==> src/rtl/pwm_fade_sequencer.sv <==
// pwm_fade_sequencer: four-channel LED PWM controller.
// A free-running period counter drives four PWM comparators. The host queues
// SET / FADE / BREATHE / OFF commands per channel. Each command is held in a
// shadow register and only takes effect at the period boundary, so a channel's
// waveform never changes partway through a period. FADE and BREATHE move the
// duty by one count each time the shared step counter wraps.
// Optional build macro: PWM_GAMMA_EN. When it is defined, the compare value is
// duty*duty/PERIOD, which gives a perceptually linear fade. When it is not
// defined, the compare value is the duty itself.
module pwm_fade_sequencer #(
    parameter int PERIOD       = 100,
    parameter int CW           = 8,
    parameter int STEP_PERIODS = 4
) (
    input  logic          clk,
    input  logic          rst,
    input  logic          cfg_valid,
    output logic          cfg_ready,
    input  logic [1:0]    cfg_ch,
    input  logic [1:0]    cfg_mode,
    input  logic [CW-1:0] cfg_target,
    output logic [3:0]    led,
    output logic [3:0]    busy,
    output logic          period_tick
);
    localparam int SW = (STEP_PERIODS > 1) ? $clog2(STEP_PERIODS) : 1;
    localparam logic [CW-1:0] PERIOD_C    = CW'(PERIOD);
    localparam logic [CW-1:0] LAST_C      = CW'(PERIOD - 1);
    localparam logic [SW-1:0] STEP_LAST_C = SW'(STEP_PERIODS - 1);

    localparam logic [1:0] MODE_SET     = 2'd0;
    localparam logic [1:0] MODE_FADE    = 2'd1;
    localparam logic [1:0] MODE_BREATHE = 2'd2;
    localparam logic [1:0] MODE_OFF     = 2'd3;

    typedef enum logic [1:0] {ST_IDLE, ST_FADE, ST_BR_UP, ST_BR_DN} state_t;

    logic [CW-1:0] cnt_reg;
    logic [CW-1:0] cnt_next;
    logic [SW-1:0] step_reg;
    logic          cfg_ready_reg;
    logic          boundary;
    logic          step_now;
    logic          accept;
    logic [CW-1:0] target_clamped;

    assign boundary       = (cnt_reg == LAST_C);
    assign step_now       = boundary && (step_reg == STEP_LAST_C);
    assign cnt_next       = boundary ? '0 : cnt_reg + CW'(1);
    assign accept         = cfg_valid && cfg_ready_reg;
    assign target_clamped = (cfg_target > PERIOD_C) ? PERIOD_C : cfg_target;
    assign cfg_ready      = cfg_ready_reg;
    assign period_tick    = boundary;

    // Period counter, shared fade-step counter, and command-port ready.
    // Ready is computed from the next count, so it is already low on the boundary cycle.
    always_ff @(posedge clk) begin
        if (rst) begin
            cnt_reg       <= '0;
            step_reg      <= '0;
            cfg_ready_reg <= 1'b0;
        end else begin
            cnt_reg       <= cnt_next;
            cfg_ready_reg <= (cnt_next != LAST_C);
            if (boundary) begin
                step_reg <= (step_reg == STEP_LAST_C) ? '0 : step_reg + SW'(1);
            end
        end
    end

    genvar gi;
    generate
        for (gi = 0; gi < 4; gi++) begin : g_ch
            logic [CW-1:0] duty_reg;
            logic [CW-1:0] duty_next;
            logic [CW-1:0] duty_inc;
            logic [CW-1:0] duty_dec;
            logic [CW-1:0] cmp_reg;
            logic [CW-1:0] cmp_next;
            logic [CW-1:0] tgt_reg;
            logic [CW-1:0] tgt_next;
            logic [CW-1:0] shadow_reg;
            logic [1:0]    pmode_reg;
            logic          pend_reg;
            logic          led_reg;
            state_t        state_reg;
            state_t        state_next;

            assign duty_inc = duty_reg + CW'(1);
            assign duty_dec = duty_reg - CW'(1);

`ifdef PWM_GAMMA_EN
            logic [2*CW-1:0] duty_sq;
            assign duty_sq  = {{CW{1'b0}}, duty_next} * {{CW{1'b0}}, duty_next};
            assign cmp_next = CW'(duty_sq / (2*CW)'(PERIOD));
`else
            assign cmp_next = duty_next;
`endif

            // Boundary behaviour: apply a pending command, or else take one fade/breathe step.
            always_comb begin
                duty_next  = duty_reg;
                tgt_next   = tgt_reg;
                state_next = state_reg;
                if (boundary) begin
                    if (pend_reg) begin
                        tgt_next = shadow_reg;
                        case (pmode_reg)
                            MODE_SET: begin
                                duty_next  = shadow_reg;
                                state_next = ST_IDLE;
                            end
                            MODE_FADE: begin
                                state_next = (shadow_reg == duty_reg) ? ST_IDLE : ST_FADE;
                            end
                            MODE_BREATHE: begin
                                state_next = ST_BR_UP;
                            end
                            default: begin
                                duty_next  = '0;
                                state_next = ST_IDLE;
                            end
                        endcase
                    end else if (step_now) begin
                        case (state_reg)
                            ST_FADE: begin
                                if (duty_reg < tgt_reg) begin
                                    duty_next  = duty_inc;
                                    state_next = (duty_inc == tgt_reg) ? ST_IDLE : ST_FADE;
                                end else if (duty_reg > tgt_reg) begin
                                    duty_next  = duty_dec;
                                    state_next = (duty_dec == tgt_reg) ? ST_IDLE : ST_FADE;
                                end else begin
                                    state_next = ST_IDLE;
                                end
                            end
                            ST_BR_UP: begin
                                if (duty_reg < tgt_reg) begin
                                    duty_next  = duty_inc;
                                    state_next = (duty_inc == tgt_reg) ? ST_BR_DN : ST_BR_UP;
                                end else if (duty_reg != '0) begin
                                    // Started above the target: head down first.
                                    duty_next  = duty_dec;
                                    state_next = (duty_dec == '0) ? ST_BR_UP : ST_BR_DN;
                                end
                            end
                            ST_BR_DN: begin
                                if (duty_reg != '0) begin
                                    duty_next  = duty_dec;
                                    state_next = (duty_dec == '0) ? ST_BR_UP : ST_BR_DN;
                                end else if (tgt_reg != '0) begin
                                    duty_next  = CW'(1);
                                    state_next = (tgt_reg == CW'(1)) ? ST_BR_DN : ST_BR_UP;
                                end else begin
                                    state_next = ST_BR_UP;
                                end
                            end
                            default: ;
                        endcase
                    end
                end
            end

            // Channel registers: shadow capture on accept, commit and PWM compare.
            always_ff @(posedge clk) begin
                if (rst) begin
                    duty_reg   <= '0;
                    cmp_reg    <= '0;
                    tgt_reg    <= '0;
                    shadow_reg <= '0;
                    pmode_reg  <= MODE_SET;
                    pend_reg   <= 1'b0;
                    led_reg    <= 1'b0;
                    state_reg  <= ST_IDLE;
                end else begin
                    led_reg <= (cnt_reg < cmp_reg);
                    if (accept && (cfg_ch == 2'(gi))) begin
                        pend_reg   <= 1'b1;
                        shadow_reg <= target_clamped;
                        pmode_reg  <= cfg_mode;
                    end else if (boundary) begin
                        pend_reg <= 1'b0;
                    end
                    if (boundary) begin
                        duty_reg  <= duty_next;
                        cmp_reg   <= cmp_next;
                        tgt_reg   <= tgt_next;
                        state_reg <= state_next;
                    end
                end
            end

            assign led[gi]  = led_reg;
            assign busy[gi] = (state_reg != ST_IDLE);
        end
    endgenerate
endmodule

==> config.mk <==
export PLATFORM = sky130hd
export DESIGN_NAME = pwm_fade_sequencer
export DESIGN_NICKNAME = d
export VERILOG_FILES = /design/src/rtl/pwm_fade_sequencer.sv
export SDC_FILE = /design/constraint.sdc
export NUM_CORES = 1
export LEC_CHECK = 0
export CAP_MARGIN = 10
export CORE_AREA = 2 2 155 142
export CTS_CLUSTER_DIAMETER = 100
export DETAILED_ROUTE_END_ITERATION = 10
export DIE_AREA = 0 0 157 144
export GPL_TIMING_DRIVEN = 0
export PLACE_DENSITY = 0.66
export SYNTH_ARGS = -nofsm -noshare
export SYNTH_HDL_FRONTEND = slang
export SYNTH_SLANG_ARGS = --single-unit
==> constraint.sdc <==
create_clock -name clk -period 4.1 [get_ports clk]
set_clock_uncertainty 0.2 [all_clocks]
set_input_delay 0.82 -clock clk [delete_from_list [all_inputs] [get_ports clk]]
set_output_delay 0.82 -clock clk [all_outputs]
set_load 0.02 [all_outputs]
## Yosys cells after proc, flatten, opt, wreduce, memory -nomap -nowiden

Index checks and enable logic that the tools add are counted.

| word-level totals | value |
|---|---|
| output and inout port bits | 10 |
| word-level logic and storage cells | 279 |
| bits in registers | 131 |

| operators by class | value |
|---|---|
| order comparisons | 13 |
| reductions and logical operators | 55 |
| add/subtract/negate cells | 10 |
| multiplexer cells | 112 |
| equal/unequal tests | 58 |

Operators with widths:

| operator | number |
|---|---|
| $mux W8 | 34 |
| $eq A8 B8 Y1 | 12 |
| $pmux W8 S3 | 4 |
| $lt A8 B8 Y1 | 8 |
| $pmux W8 S2 | 4 |
| $reduce_bool A8 Y1 | 8 |
| $ne A4 B4 Y1 const B | 12 |
| $mux W1 | 45 |
| $add A8 B1 Y8 const B | 5 |
| $mux W2 | 17 |
| $eq A8 B1 Y1 const B | 4 |
| $gt A8 B8 Y1 | 4 |
| $logic_not A8 Y1 | 4 |
| $sub A8 B1 Y8 const B | 4 |
| $eq A2 B2 Y1 const B | 15 |
| $reduce_and A7 Y1 | 4 |
| $pmux W2 S3 | 4 |
| $reduce_bool A2 Y1 | 12 |
| $eq A2 B1 Y1 const B | 9 |
| $pmux W2 S2 | 4 |
| $reduce_and A4 Y1 | 4 |
| $reduce_bool A4 Y1 | 4 |
| $logic_not A2 Y1 | 5 |
| $eq A8 B7 Y1 const B | 1 |
| other kinds (7) | 21 |

## Logic depth before layout (Yosys ltp)

| depth | value |
|---|---|
| depth in word-level cells | 8 |
| mapped depth | 12 |

## Least setup slack after synthesis

No wires, ideal clock.

| timing path | value |
|---|---|
| kind | register to output |
| start | register cnt_reg[1] |
| end | output port period_tick |
| arrival time | 1.946 ns |
| slack | 1.134 ns |
| stages on the path, launching flop included | 8 |
| path buffers | 3 |
| cells stage by stage | dfxtp_1 ha_1 buf_2 nand4b_1 or4_1 clkinv_1 buf_2 buf_1 |

| between the ends | value |
|---|---|
| cells in the longest elaborated chain, start to end | 1 |

RTL lines:

| element | line | RTL |
|---|---|---|
| start, declared | 38 | `logic [CW-1:0] cnt_reg;` |
| start signal, assigned | 63 | `cnt_reg <= cnt_next;` |
| $eq A8 B7 Y1 | 47 | `assign boundary = (cnt_reg == LAST_C);` |
| end, declared | 24 | `output logic period_tick` |

No other way between the ends.

## Worst setup path after layout

Same ends and word-level chain as after synthesis.

==> summary.md <==
| Metric | Value |
|---|---|
| Tmin final | 3.92 ns |
| Power share of the clock group | 0.521 |
| Fmax | 255 MHz |
| IO Port Bufs | 21 |
| RSZ-0062 raised after global routing | false |
| Tot GR Track Use | 0.285 |
| Async S/R FF share, synth | 0 |
| Peak VDD IR | 0.315 mV |
| Final #Nets | 1491 |
| Power density cells | 274 nW/um^2 |
| Setup crit end kind | output port |
| Number of synthesized register bits | 131 |
| Cell total after placement | 1654 |
| CP endpoint | period_tick |
| Most frequent cells in the layout | nand2_1 (181), dfxtp_1 (129), a21oi_1 (122) |
| Critical path peak fanout | 19 |
| Skew-Pair Late Insertion Delay | 0.43 ns |
| Worst EP required | 3.08 ns |
| Root Buffer | clkbuf_16 |
| Largest net degree at the start of global routing | 20 |
| Worst-margin pin slew | 0.836 ns |
| Worst-path clk slew | 0.06 ns |
| DRC viols | 0 |
| P_sw | 0.763 mW |
| Cts hold-fix bufs | 0 |
| # diodes | 0 |
| Status | complete, no violations |
| Ports | 25 |
| Arrival time worst endpoint | 2.90 ns |
| Synth Flop Type | dfxtp_1 |
| Vias in the first global route | 9085 |
| Worst r2r path cells | 11 |
| Final worst slack | 0.182 ns |
| Min-delay worst type | reg -> reg |
| Critical path class | reg -> out |
| CTS max path bufs | 2 |
| Combinational share of power | 0.064 |
| Total CTS buffers | 17 |
| Post-route cell area | 11600 sq um |
| Most common cell after layout, fill and taps aside | nand2_1 |
| Syn Nets | 1452 |
| Post-synth EDFFs | 0 |
| Routability Congestion | 0.948 |
| Cell taking the most area after synthesis | dfxtp_1 |
| Cell Area, Placed | 10900 sq um |
| DR vias | 9987 |
| Die H | 144 um |
| Yosys top cell area share | 0.253 |
| Leak pwr | 4.48 nW |
| WL final | 31700 um |
| Iteration-0 DRC Markers | 838 |
| Die X | 157 um |
| Vias/cell | 5.93 |
| Wire per inst | 18.8 um |
| R2r startpoint | g_ch[3].cmp_reg[0] |
| Critical-path top delay cell | clkdlybuf4s50_1 |
| Synth area leaders | dfxtp_1 (25%), ha_1 (11%), xnor2_1 (7.7%), nand2_1 (6.6%), a21oi_1 (5.9%) |
| Pre-antenna DRT Iters | 5 |
| Netlist cell types | 81 |
| Synth Area per Inst | 7.72 sq um |
| Cell Chain, Critical Path | ha_1 > buf_2 > nand4b_1 > or4_1 > clkinv_1 > buf_6 > clkdlybuf4s50_1 |
| Internal power | 2.40 mW |
| Final-report max-slew violation count | 0 |
| Initial Util | 0.490 |
| R2r setup slk | 0.78 ns |
| TritonCTS clock tree | done |
| Ys Warns | 0 |
| Full die area | 22600 sq um |
| Final period utilization | 0.956 |
| Antenna violations before repair | 0 |
| Switching part of the total | 0.241 |
| Post-DRT Antenna Nets | 0 |
| Beginning of the critical path | cnt_reg[1] |
| Crit path largest cell delay | 0.63 ns |
| Layout cells sized above 1 | 0.0646 |
| CP Depth | 7 |
| WP buf/inv | 4 |
| Non-Filler Instances | 1685 |
| Sequential share of the synthesized area | 0.253 |
| Max-Cap Viols | 0 |
| H-Tree Level Count | 4 |
| Hold Vio Cnt, Final | 0 |
| Top delay family on crit path | buffers and inverters |
| Final setup vio count | 0 |
| Post-Syn Area | 10400 sq um |
| Relative slew slack | 0.443 |
| Cells after Synth | 1342 |
| Area Growth Syn to Fin | 11.6% |
| Core area | 21100 sq um |
| Clock Sink Count | 131 |
| HPWL after detailed placement | 23900 um |
| GRT overflow | 0 |
| Dpl ws | -0.102 ns |
| Critical Path Start Type | flop |
| Seq pwr share | 0.415 |
| First-pass GRT wire length | 49900 um |
| Rows | 51 |
| Worst R2R End | g_ch[3].cmp_reg[6] |
## cell families (layout without fill, tap and decap cells)
kind of cell               after synthesis  in the layout  synth area share
DFF                                    131            131             0.253
and+or+nand+nor                        480            480             0.226
xor gates and xnor gates               133            133             0.114
AOI/OAI and AO/OA                      313            313             0.202
muxes                                   25             25            0.0245
adders and majority gates               95             95             0.115
buffers and inverters                  165            217            0.0660
## layout make-up
cell class | count | area [sq um]
fillers | 2019 | 9560
multi-input cells | 1046 | 7050
flip-flops and latches | 131 | 2630
clock buffers | 18 | 439
plain buffers | 83 | 382
well taps | 291 | 364
inverters | 81 | 304
repair buffers | 21 | 210
clock inverters | 14 | 185
## worst reg2reg max path: cells and delay by family, from the launching register on
family | cells | cell delay, ns
simple gates | 2 | 0.39
flops | 1 | 0.45
compound gates | 4 | 0.79
fa+ha+maj | 1 | 0.29
buf+inv | 4 | 1.04
## repair_timing
item	4_1_cts	5_1_grt
setup endpoints to repair	1	1
resized for setup	3	1
buffers inserted	0	0
## how the worst min path moves through the flow
stage	startpoint	endpoint	slack (ns)	cells after the start
finish	step_reg[1]	step_reg[1]	0.26	2
global route	step_reg[1]	step_reg[1]	0.29	2
CTS	step_reg[1]	step_reg[1]	0.27	2
detailed placement	step_reg[1]	step_reg[1]	0.26	2
global placement	step_reg[1]	step_reg[1]	0.25	2
floorplan	step_reg[1]	step_reg[1]	0.24	2
## cell usage after synthesis, drive strengths merged (5+ instances only)
library cell  number
or4                5
buf               40
nor3b              7
nor2              92
clkbuf            44
nand2            181
a21o              27
and4               7
or3               10
or2                6
dfxtp            131
a211o              9
clkinv             6
and2              16
nor2b              6
a221oi             5
nand2b             8
xor2              41
a311oi             8
o31ai              5
mux2i             22
a211oi            32
ha                95
nor4              22
and3              15
a22oi              7
o211ai             8
nand4             22
nand3             45
nor3              25
o21ai             28
xnor2             91
a21oi            122
o31a               5
inv               75
a31oi             13
## layer usage
layer  global-route usage  wire length (um)  vias up
li1                     -                 -     4820
met1                0.415             14800     4726
met2                0.443             14100      394
met3               0.0381              2360       47
met4               0.0719               510        0
met5                    0                 0        -
## power by group through the flow
| stage | Combinational (mW) | Sequential, mW | Clock, mW |
|---|---|---|---|
| after floorplan | 0.130 | 1.33 | 0 |
| after global placement | 0.196 | 1.34 | 0 |
| after detailed placement | 0.197 | 1.34 | 0 |
| after CTS | 0.199 | 1.31 | 1.67 |
| after global routing | 0.221 | 1.31 | 1.72 |
| final | 0.202 | 1.31 | 1.65 |
## stage by stage
stage / utilization / TNS [ns] / hold slack, ns / power, mW
floorplan: - / 0 / 0.240 / 1.46
global placement: 0.517 / -0.146 / 0.245 / 1.54
detailed placement: 0.517 / -0.102 / 0.258 / 1.54
CTS: 0.547 / 0 / 0.266 / 3.18
global route: 0.547 / 0 / 0.294 / 3.26
finish: 0.547 / 0 / 0.264 / 3.17
No activity file was read; power rests on OpenSTA's default activity.
